<file path="src/rtl/mem_pkg.sv">
// Shared definitions for the MEM stage: op codes, FSM states, timeout limit
// and small decode helpers.
package mem_pkg;

   typedef enum logic [3:0] {
      OP_NONE = 4'd0,
      OP_LB   = 4'd1,
      OP_LH   = 4'd2,
      OP_LW   = 4'd3,
      OP_LBU  = 4'd4,
      OP_LHU  = 4'd5,
      OP_SB   = 4'd6,
      OP_SH   = 4'd7,
      OP_SW   = 4'd8
   } mem_op_e;

   typedef enum logic [1:0] {
      ST_IDLE = 2'd0,
      ST_BUSY = 2'd1,
      ST_DONE = 2'd2
   } mem_state_e;

   // BUSY cycles without an ack before the access is abandoned
   localparam logic [7:0] WAIT_LIMIT = 8'd255;

   // Unused codes 9-15 fold onto NONE so they behave as plain pass-through
   function automatic mem_op_e decode_op(input logic [3:0] code);
      mem_op_e op;
      op = OP_NONE;
      if (code <= 4'd8) op = mem_op_e'(code);
      return op;
   endfunction

   function automatic logic op_is_load(input mem_op_e op);
      return (op == OP_LB) || (op == OP_LH) || (op == OP_LW) ||
             (op == OP_LBU) || (op == OP_LHU);
   endfunction

   function automatic logic op_is_store(input mem_op_e op);
      return (op == OP_SB) || (op == OP_SH) || (op == OP_SW);
   endfunction

   function automatic logic op_misaligned(input mem_op_e op, input logic [1:0] a);
      logic bad;
      bad = 1'b0;
      case (op)
         OP_LH, OP_LHU, OP_SH: bad = a[0];
         OP_LW, OP_SW:         bad = (a != 2'b00);
         default:              bad = 1'b0;
      endcase
      return bad;
   endfunction

endpackage

</file>
<file path="src/rtl/load_align.sv">
// Load lane select and sign/zero extension of a memory read word.
module load_align
   import mem_pkg::*;
(
   input  logic [3:0]  op,
   input  logic [1:0]  addr,
   input  logic [31:0] rdata,
   output logic [31:0] result
);

   logic [7:0]  byte_lane;
   logic [15:0] half_lane;

   // Pick the addressed lane, then extend according to the load flavour
   always_comb begin
      byte_lane = rdata[{addr, 3'b000} +: 8];
      half_lane = addr[1] ? rdata[31:16] : rdata[15:0];
      case (decode_op(op))
         OP_LB:   result = {{24{byte_lane[7]}}, byte_lane};
         OP_LBU:  result = {24'd0, byte_lane};
         OP_LH:   result = {{16{half_lane[15]}}, half_lane};
         OP_LHU:  result = {16'd0, half_lane};
         OP_LW:   result = rdata;
         default: result = 32'd0;
      endcase
   end

endmodule

</file>
<file path="src/rtl/mem_access.sv">
// MEM pipeline stage: passes non-memory results straight through and runs
// loads/stores over a single-request data-memory port with ack timeout.
module mem_access
   import mem_pkg::*;
(
   input  logic        clk,
   input  logic        rst,
   input  logic [5:0]  stall,
   output logic        stallReq,
   input  logic [4:0]  exWriteNum,
   input  logic        exWriteReg,
   input  logic [31:0] exWriteData,
   input  logic [3:0]  exMemOp,
   input  logic [31:0] exMemAddr,
   input  logic [31:0] exStoreData,
   output logic [4:0]  MemWriteNum,
   output logic        MemWriteReg,
   output logic [31:0] MemWriteData,
   output logic        dmReq,
   output logic        dmWe,
   output logic [31:0] dmAddr,
   output logic [3:0]  dmBe,
   output logic [31:0] dmWdata,
   input  logic [31:0] dmRdata,
   input  logic        dmAck,
   output logic        misalign,
   output logic        busErr
);

   mem_state_e  state_reg;
   logic [3:0]  op_reg;
   logic [31:0] addr_reg;
   logic        we_reg;
   logic [3:0]  be_reg;
   logic [31:0] wdata_reg;
   logic [4:0]  num_reg;
   logic        wreg_reg;
   logic [31:0] hold_reg;
   logic [7:0]  wait_cnt_reg;
   logic        misalign_reg;
   logic        buserr_reg;

   mem_op_e     op_in;
   logic        in_load;
   logic        in_mem;
   logic        in_mis;
   logic [3:0]  be_next;
   logic [31:0] wdata_next;
   logic [31:0] load_result;

   // Only the MEM-stage hold bit matters here
   logic        stall_unused;
   assign stall_unused = ^{stall[5], stall[3:0]};

   // Decode the incoming op and precompute the store byte lanes
   always_comb begin
      op_in      = decode_op(exMemOp);
      in_load    = op_is_load(op_in);
      in_mem     = in_load | op_is_store(op_in);
      in_mis     = op_misaligned(op_in, exMemAddr[1:0]);
      be_next    = 4'b0000;
      wdata_next = 32'd0;
      case (op_in)
         OP_SB: begin
            be_next    = 4'b0001 << exMemAddr[1:0];
            wdata_next = {4{exStoreData[7:0]}};
         end
         OP_SH: begin
            be_next    = exMemAddr[1] ? 4'b1100 : 4'b0011;
            wdata_next = {2{exStoreData[15:0]}};
         end
         OP_SW: begin
            be_next    = 4'b1111;
            wdata_next = exStoreData;
         end
         default: ;
      endcase
   end

   load_align u_load_align (
      .op     (op_reg),
      .addr   (addr_reg[1:0]),
      .rdata  (dmRdata),
      .result (load_result)
   );

   // Access FSM with registered request copies, hold data and fault pulses
   always_ff @(posedge clk or posedge rst) begin
      if (rst) begin
         state_reg    <= ST_IDLE;
         op_reg       <= 4'd0;
         addr_reg     <= 32'd0;
         we_reg       <= 1'b0;
         be_reg       <= 4'd0;
         wdata_reg    <= 32'd0;
         num_reg      <= 5'd0;
         wreg_reg     <= 1'b0;
         hold_reg     <= 32'd0;
         wait_cnt_reg <= 8'd0;
         misalign_reg <= 1'b0;
         buserr_reg   <= 1'b0;
      end else begin
         misalign_reg <= 1'b0;
         buserr_reg   <= 1'b0;
         case (state_reg)
            ST_IDLE: begin
               if (in_mem && in_mis) begin
                  misalign_reg <= 1'b1;
               end else if (in_mem) begin
                  op_reg       <= op_in;
                  addr_reg     <= exMemAddr;
                  we_reg       <= ~in_load;
                  be_reg       <= in_load ? 4'b1111 : be_next;
                  wdata_reg    <= wdata_next;
                  num_reg      <= exWriteNum;
                  wreg_reg     <= exWriteReg & in_load;
                  wait_cnt_reg <= 8'd0;
                  state_reg    <= ST_BUSY;
               end
            end
            ST_BUSY: begin
               if (dmAck) begin
                  hold_reg  <= we_reg ? 32'd0 : load_result;
                  state_reg <= ST_DONE;
               end else if (wait_cnt_reg == WAIT_LIMIT - 8'd1) begin
                  wait_cnt_reg <= WAIT_LIMIT;
                  hold_reg     <= 32'd0;
                  buserr_reg   <= 1'b1;
                  state_reg    <= ST_DONE;
               end else begin
                  wait_cnt_reg <= wait_cnt_reg + 8'd1;
               end
            end
            ST_DONE: begin
               if (!stall[4]) state_reg <= ST_IDLE;
            end
            default: state_reg <= ST_IDLE;
         endcase
      end
   end

   // Writeback and stall outputs: pass-through in IDLE, held result in DONE
   always_comb begin
      stallReq     = 1'b0;
      MemWriteNum  = num_reg;
      MemWriteReg  = 1'b0;
      MemWriteData = hold_reg;
      if (!rst) begin
         case (state_reg)
            ST_IDLE: begin
               MemWriteNum  = exWriteNum;
               MemWriteData = exWriteData;
               MemWriteReg  = exWriteReg & ~in_mem;
               stallReq     = in_mem & ~in_mis;
            end
            ST_BUSY: stallReq = 1'b1;
            ST_DONE: MemWriteReg = wreg_reg;
            default: ;
         endcase
      end
   end

   assign dmReq    = (state_reg == ST_BUSY);
   assign dmWe     = we_reg;
   assign dmAddr   = {addr_reg[31:2], 2'b00};
   assign dmBe     = be_reg;
   assign dmWdata  = wdata_reg;
   assign misalign = misalign_reg;
   assign busErr   = buserr_reg;

endmodule

</file>
<file path="config.mk">
export PLATFORM = sky130hd
export DESIGN_NAME = mem_access
export DESIGN_NICKNAME = d
export VERILOG_FILES = /design/src/rtl/mem_pkg.sv /design/src/rtl/load_align.sv /design/src/rtl/mem_access.sv
export SDC_FILE = /design/constraint.sdc
export NUM_CORES = 1
export LEC_CHECK = 0
export BUFFER_PORTS_ARGS = -buffer_cell sky130_fd_sc_hd__buf_2
export CAP_MARGIN = 25
export CORE_UTILIZATION = 35
export DETAILED_ROUTE_END_ITERATION = 12
export GPL_TIMING_DRIVEN = 0
export SYNTH_ARGS = -nofsm -noshare
export SYNTH_HDL_FRONTEND = slang
export SYNTH_HIERARCHICAL = 1
export SYNTH_SLANG_ARGS = --single-unit
</file>
<file path="constraint.sdc">
create_clock -name clk -period 4.7 [get_ports clk]
set_input_delay 0.235 -clock clk [delete_from_list [all_inputs] [get_ports clk]]
set_output_delay 0.235 -clock clk [all_outputs]
set_load 0.01 [all_outputs]
</file>
==> impl_results.md, run 1 <==
* First-pass GRT wire length at 31200 um
* DRT iter0 DRCs at 277
* Setup Fix Bufs, Post-CTS at 0
* Reg-to-reg endpoint: hold_reg[14]$_DFFE_PP0P_
* Dpl ws at 1.71 ns
* Total gr overflow at 0
* Final worst-path setup slack at 1.37 ns
* Placer Congestion at 0.905
* Number of synthesis warnings at 6
* Die Y at 142 um
* Post-CTS Resized at 0
* Worst-path fanout max at 10
* Hold_buf cts at 1
* Cell Rows at 50
* Chip Width at 142 um
* Post-synthesis sequential area ratio at 44.6%
* Worst-case vdd ir drop at 0.000286 V
* Nets at 1115
* DR vias/cell at 4.86
* Area Growth Syn to Fin at 32.5%
* Ys async rst share at 100%
* Filler Cell Count at 1876
* Setup crit start kind: flop
* Setup crit end: MemWriteData[25]
* Lkg Pwr at 4.58 nW
* Fin Setup TNS at 0 ns
* Worst EP arrival at 3.09 ns
* Max transition margin at 50.0%
* Vias in the first global route at 5792
* Critical Path RT at 4.47 ns
* CP endpoint kind: output pin
* Initial core utilization at 36.3%
* Worst-Margin Slew at 0.750 ns
* Final Hold Fails at 0
* Overall power at 5.44 mW
* Later-pin clock latency in the skew report at 0.41 ns
* Ys flop type: dfrtp_1
* Number of synthesized flops with an enable pin at 0
* H-tree depth at 4
* CTS Buf Count at 17
* CTS root buf: clkbuf_16
* Die outline area at 20300 um^2
* Largest net degree at the start of global routing at 88
* Port bufs at 250
* Tmin final at 3.33 ns
* Worst hold path type: input pin to flop
* CTS tree: done
* RR Startpoint: wait_cnt_reg[0]$_DFFE_PP0P_
* Clock-pin slew on the worst setup and hold paths at 0.06 ns
* R2R depth at 8
* Routed WL per cell at 16.5 um
* Seq cells post-synth at 123
* Io pins at 258
* Placed insts at 1206
* Final cell count without fillers at 1240
* Share of layout cells above drive strength 1 at 42.9%
* HPWL Detailed at 15400 um
* Clock skew at 0.00866 ns
* Outcome: complete, no violations
* Cell Area, Synth at 6900 um^2
* RSZ-0062 raised after global routing: no
* Clk buf depth at 2
* # DRC at 0
* Reg2reg setup slack at 2.41 ns
* Max Cap Viol at 0
* Avg Cell Area, Syn at 9.96 um^2
* Total wire length at 20500 um
* F_max at 301 MHz
* CP startpoint: state_reg[1]$_DFFE_PP0P_
* Period utilization at 70.8%
* Pins Over Slew Limit at 0
* Via count at 6026
* GRT Overall Usage at 20.5%
* Clock sink count at 123
* Synth unique cells at 57
* Syn Inst Count at 693
* First-pass DRT Iterations at 4
* Crit path kind: flop to output pin
* Core area at 19000 um^2
* ANT nets after route at 0
* Final setup fails at 0
* Initial antenna violation count at 1
* PwrDens at 595 nW/um^2
power breakdown:
group	switching [mW]	total, mW	leakage (nW)	internal [mW]
Sequential	0.203	1.65	1.60	1.45
Clock	0.518	1.37	0.290	0.852
Combinational	1.25	2.41	2.69	1.16
area by class of cell:
type | count | area [um^2] | area share [%]
plain buffers | 77 | 467 | 5.11
flip-flops and latches | 123 | 3080 | 33.7
inverters | 45 | 174 | 1.90
clock inverters | 13 | 166 | 1.82
diodes | 1 | 2.50 | 0.0274
repair buffers | 253 | 1290 | 14.2
clock buffers | 19 | 443 | 4.85
multi-input cells | 449 | 3190 | 34.9
well taps | 260 | 325 | 3.56
stage by stage:
step           util, %  instance area, um^2  hold slack [ns]
2_1_floorplan        -                 6900            0.370
3_3_place_gp      44.6                 8480            0.455
4_1_cts           48.0                 9140           0.0111
5_1_grt           48.0                 9140           0.0183
3_5_place_dp      44.8                 8520            0.286
6_report          48.1                 9140           0.0335
worst min-delay path by stage:
stage	slack, ns	depth (start not counted)	endpoint	from
finish	0.03	2	addr_reg[31]$_DFFE_PP0P_	exMemAddr[31]
global route	0.02	2	addr_reg[7]$_DFFE_PP0P_	exMemAddr[7]
CTS	0.01	2	addr_reg[31]$_DFFE_PP0P_	exMemAddr[31]
detailed placement	0.29	2	dmWe$_DFFE_PP0P_	rst
global placement	0.45	2	addr_reg[31]$_DFFE_PP0P_	exMemAddr[31]
floorplan	0.37	1	addr_reg[0]$_DFFE_PP0P_	exMemAddr[0]
metal layers:
| metal | GRT usage, % | vias up | wire length [um] |
|---|---|---|---|
| li1 | - | 2892 | - |
| met1 | 25.8 | 2852 | 8950 |
| met2 | 33.3 | 266 | 9460 |
| met3 | 6.76 | 16 | 1810 |
| met4 | 6.06 | 0 | 267 |
| met5 | 0 | - | 0 |
kinds of logic (layout without fill, tap and decap cells):
logic type | Yosys count | after routing | share of synthesized area, %
AND/OR/NAND/NOR | 189 | 189 | 12.3
AO/OA/AOI/OAI | 112 | 112 | 11.1
buffers and inverters | 122 | 407 | 9.21
other | 1 | 3 | 0.0543
adder cells (fa/ha/maj) | 2 | 2 | 0.363
XOR/XNOR | 1 | 1 | 0.127
flip-flops | 123 | 123 | 44.6
multiplexers | 143 | 143 | 22.3
cell usage in the layout, fill, tap and decap left out, types with 3 or more instances in the layout:
cell type     n
a22oi_1       3
nand3_1       6
a21oi_1      11
nor2b_1       6
clkinv_4      3
mux2_1       13
a22o_1       16
mux2_2       62
buf_4        34
a211o_2       8
clkbuf_16    17
clkinvlp_4    3
nor3_1        4
o21ai_0      45
bufinv_16     3
buf_6         4
a211oi_1      4
buf_2       267
inv_1        44
nand2_1     131
o221ai_1      7
clkbuf_1     22
nand4_1       3
inv_6         3
dfrtp_1     123
o21a_1        3
o31ai_1       3
mux2i_1      67
nor2_1       17
Yosys cell counts, types with 3 or more instances:
cell,number,area share [%]
a21oi_1,11,0.80
clkbuf_1,21,1.1
buf_4,34,3.7
o221ai_1,7,0.89
a22oi_1,3,0.33
dfrtp_1,123,45
a22o_1,16,2.0
nor2b_1,6,0.54
nand2_1,131,7.1
mux2_2,62,10
nand4_1,3,0.27
o21a_1,3,0.33
buf_6,4,0.65
o31ai_1,3,0.33
nand3_1,6,0.44
nor3_1,4,0.29
a211o_2,8,1.2
nor2_1,17,0.92
buf_2,16,1.2
inv_1,45,2.4
a211oi_1,4,0.44
mux2_1,13,2.1
o21ai_0,45,3.3
mux2i_1,67,9.7
critical path, stage by stage, from the launching register on:
cell and delay (ns):
dfrtp_1 0.39, clkbuf_1 0.22, nor3_1 0.44, buf_2 0.26, clkbuf_1 0.56, clkbuf_1 0.37
nand2_1 0.08, o21ai_0 0.14, buf_2 0.20
(Power assumes the default switching activity.)
==> run 2, diff against run 1 <==
clock period = 2.7 ns   (was 4.7 ns; I/O delays follow)
==> run 2 against run 1 <==
  * First-iteration DRC count is 1.1% lower
  * Via count grew 1.7%
  * Global-route usage grew 0.48 points
  * Hold slack lost 0.013 ns
  * Register-to-register slack got worse by 2.0 ns
  * Largest cell class unchanged
  * Highest routed layer unchanged
==> impl_results.md, run 2 (same netlist as run 1, synthesis figures left out) <==
* Clk buf depth at 2 (unchanged)
* Cell Rows at 50 (unchanged)
* Die outline area at 20300 um^2 (unchanged)
* CTS Buf Count at 17 (unchanged)
* ANT nets after route at 0 (unchanged)
* Placed insts at 1207 (+0.083%)
* GRT Overall Usage at 21.0% (+0.48 points)
* Vias in the first global route at 6132 (+5.9%)
* First-pass DRT Iterations at 4 (unchanged)
* Setup crit end: MemWriteData[6]
* Worst hold path type: input pin to flop
* Final Util at 50.2% (+2.1 points)
* Area Growth Syn to Fin at 38.3%
* Routed WL per cell at 16.3 um (-1.6%)
* Final setup fails at 0 (unchanged)
* Area post-placement at 8540 um^2 (+0.31%)
* Design area at 9550 um^2 (+4.4%)
* Max transition margin at 49.5% (-0.50 points)
* Lkg Pwr at 4.75 nW (+3.6%)
* Pins Over Slew Limit at 0 (unchanged)
* HPWL Detailed at 15500 um (+0.13%)
* Port bufs at 250 (unchanged)
* Total wire length at 20800 um (+1.6%)
* Final cell count without fillers at 1280 (+3.2%)
* Placer Congestion at 0.900 (-0.50%)
* Setup crit start kind: flop
* DR vias/cell at 4.79 (-1.5%)
* H-tree depth at 4 (unchanged)
* Filler Cell Count at 1819 (-3.0%)
* Initial antenna violation count at 1 (unchanged)
* Nets at 1156 (+3.7%)
* Worst-path fanout max at 10 (unchanged)
* Total gr overflow at 0 (unchanged)
* Clock-pin slew on the worst setup and hold paths at 0.05 ns (about the same)
* Reg2reg setup slack at 0.37 ns (-2.04 ns)
* Most common cell after layout, fill and taps aside: buf_2
* Chip Width at 142 um (unchanged)
* Period utilization at 92.6%
* CP startpoint: state_reg[1]$_DFFE_PP0P_
* Tmin final at 2.50 ns
* Clock sink count at 123 (unchanged)
* Fin Setup TNS at 0 ns (unchanged)
* RSZ-0062 raised after global routing: no
* Worst-Margin Slew at 0.758 ns (+0.00755 ns)
* R2R depth at 8 (unchanged)
* Worst-case vdd ir drop at 0.000555 V (+94%)
* Outcome: complete, no violations
* Io pins at 258 (unchanged)
* # DRC at 0 (unchanged)
* Initial core utilization at 36.3% (unchanged)
* DRT iter0 DRCs at 274 (-1.1%)
* Clock skew at 0.0219 ns (+0.0132 ns)
* Worst hold margin at 0.0205 ns (-0.0130 ns)
* Critical Path RT at 2.57 ns (-1.90 ns)
* Reg-to-reg endpoint: hold_reg[12]$_DFFE_PP0P_
* Worst EP arrival at 2.37 ns (-0.72 ns)
* Crit path kind: flop to output pin
* Die Y at 142 um (unchanged)
* PwrDens at 981 nW/um^2 (+65%)
* F_max at 400 MHz
* Final Hold Fails at 0 (unchanged)
* Largest net degree at the start of global routing at 40 (-55%)
* Most frequent cells in the layout: 266 x buf_2, 131 x nand2_1, 123 x dfrtp_1
* Via count at 6127 (+1.7%)
* CP endpoint kind: output pin
* First-pass GRT wire length at 32100 um (+2.7%)
* Later-pin clock latency in the skew report at 0.42 ns (about the same)
* RR Startpoint: wait_cnt_reg[0]$_DFFE_PP0P_
* CTS tree: done
* Core area at 19000 um^2 (unchanged)
* Share of layout cells above drive strength 1 at 41.3% (-1.6 points)
* CTS root buf: clkbuf_16
* Max Cap Viol at 0 (unchanged)
[run 2: changes by cell type in the layout (fill, tap and decap cells not counted), sizes merged]
| cell | delta |
|---|---|
| buf | +1 |
| bufinv | -1 |
| clkinv | -1 |
| clkinvlp | +1 |
| dlygate4sd3 | +41 |
| inv | -1 |
[run 2: power breakdown]
part	leakage, nW	internal [mW]	total (mW)	switching [mW]
combinational	2.87	2.07	4.27	2.20
sequential	1.60	2.52	2.87	0.351
clock	0.272	1.38	2.22	0.849
total	4.75	5.96	9.37	3.40
[run 2: final cells by class]
class | count | area [um^2] | area share, %
multi-input combinational | 449 | 3200 | 33.5
sequential | 123 | 3080 | 32.2
timing repair buffer | 295 | 1730 | 18.1
buffer | 76 | 467 | 4.89
clock buffer | 20 | 447 | 4.68
tap | 260 | 325 | 3.41
inverter | 45 | 173 | 1.81
clock inverter | 11 | 120 | 1.26
antenna | 1 | 2.50 | 0.0262
[run 2: metrics by stage]
step	setup WS (ns)	total power [mW]
after global routing	0.0268	10.0
after detailed placement	-0.297	7.14
after global placement	-0.306	7.09
after CTS	0.164	9.47
final	0.199	9.37
after floorplan	0.767	5.69
[run 2: how the worst min path moves through the flow]
stage / startpoint / endpoint / slack (ns) / cells after the start
after detailed placement: rst / wait_cnt_reg[2]$_DFFE_PP0P_ / 0.23 / 2
after global routing: exStoreData[5] / dmWdata[5]$_DFFE_PP0P_ / 0.02 / 3
final: exStoreData[1] / dmWdata[1]$_DFFE_PP0P_ / 0.02 / 3
after CTS: exStoreData[5] / dmWdata[5]$_DFFE_PP0P_ / 0.005 / 3
after floorplan: exMemAddr[0] / addr_reg[0]$_DFFE_PP0P_ / 0.27 / 1
after global placement: exMemAddr[31] / addr_reg[31]$_DFFE_PP0P_ / 0.35 / 2
[run 2: worst max-delay path: stages, from the launching register on]
cell	delay [ns]
dfrtp_1	0.40
clkbuf_1	0.25
nor3_4	0.39
clkbuf_1	0.54
nand2_1	0.10
o21ai_0	0.11
buf_2	0.17
[run 2: per-layer routing]
metal  global-route usage (%)  vias to the layer above  share of wire, %
met5                        0                        -                 0
met4                     5.77                        0              0.94
met3                     6.80                       17               8.3
met2                     35.4                      250                47
met1                     25.5                     2869                44
li1                         -                     2991                 -
[run 2: repair_timing]
item	4_1_cts	5_1_grt
hold buffers	42	0
setup endpoints to repair	37	0
gates resized for setup	4	0
setup buffers	0	0
endpoints found under the hold margin	59	0
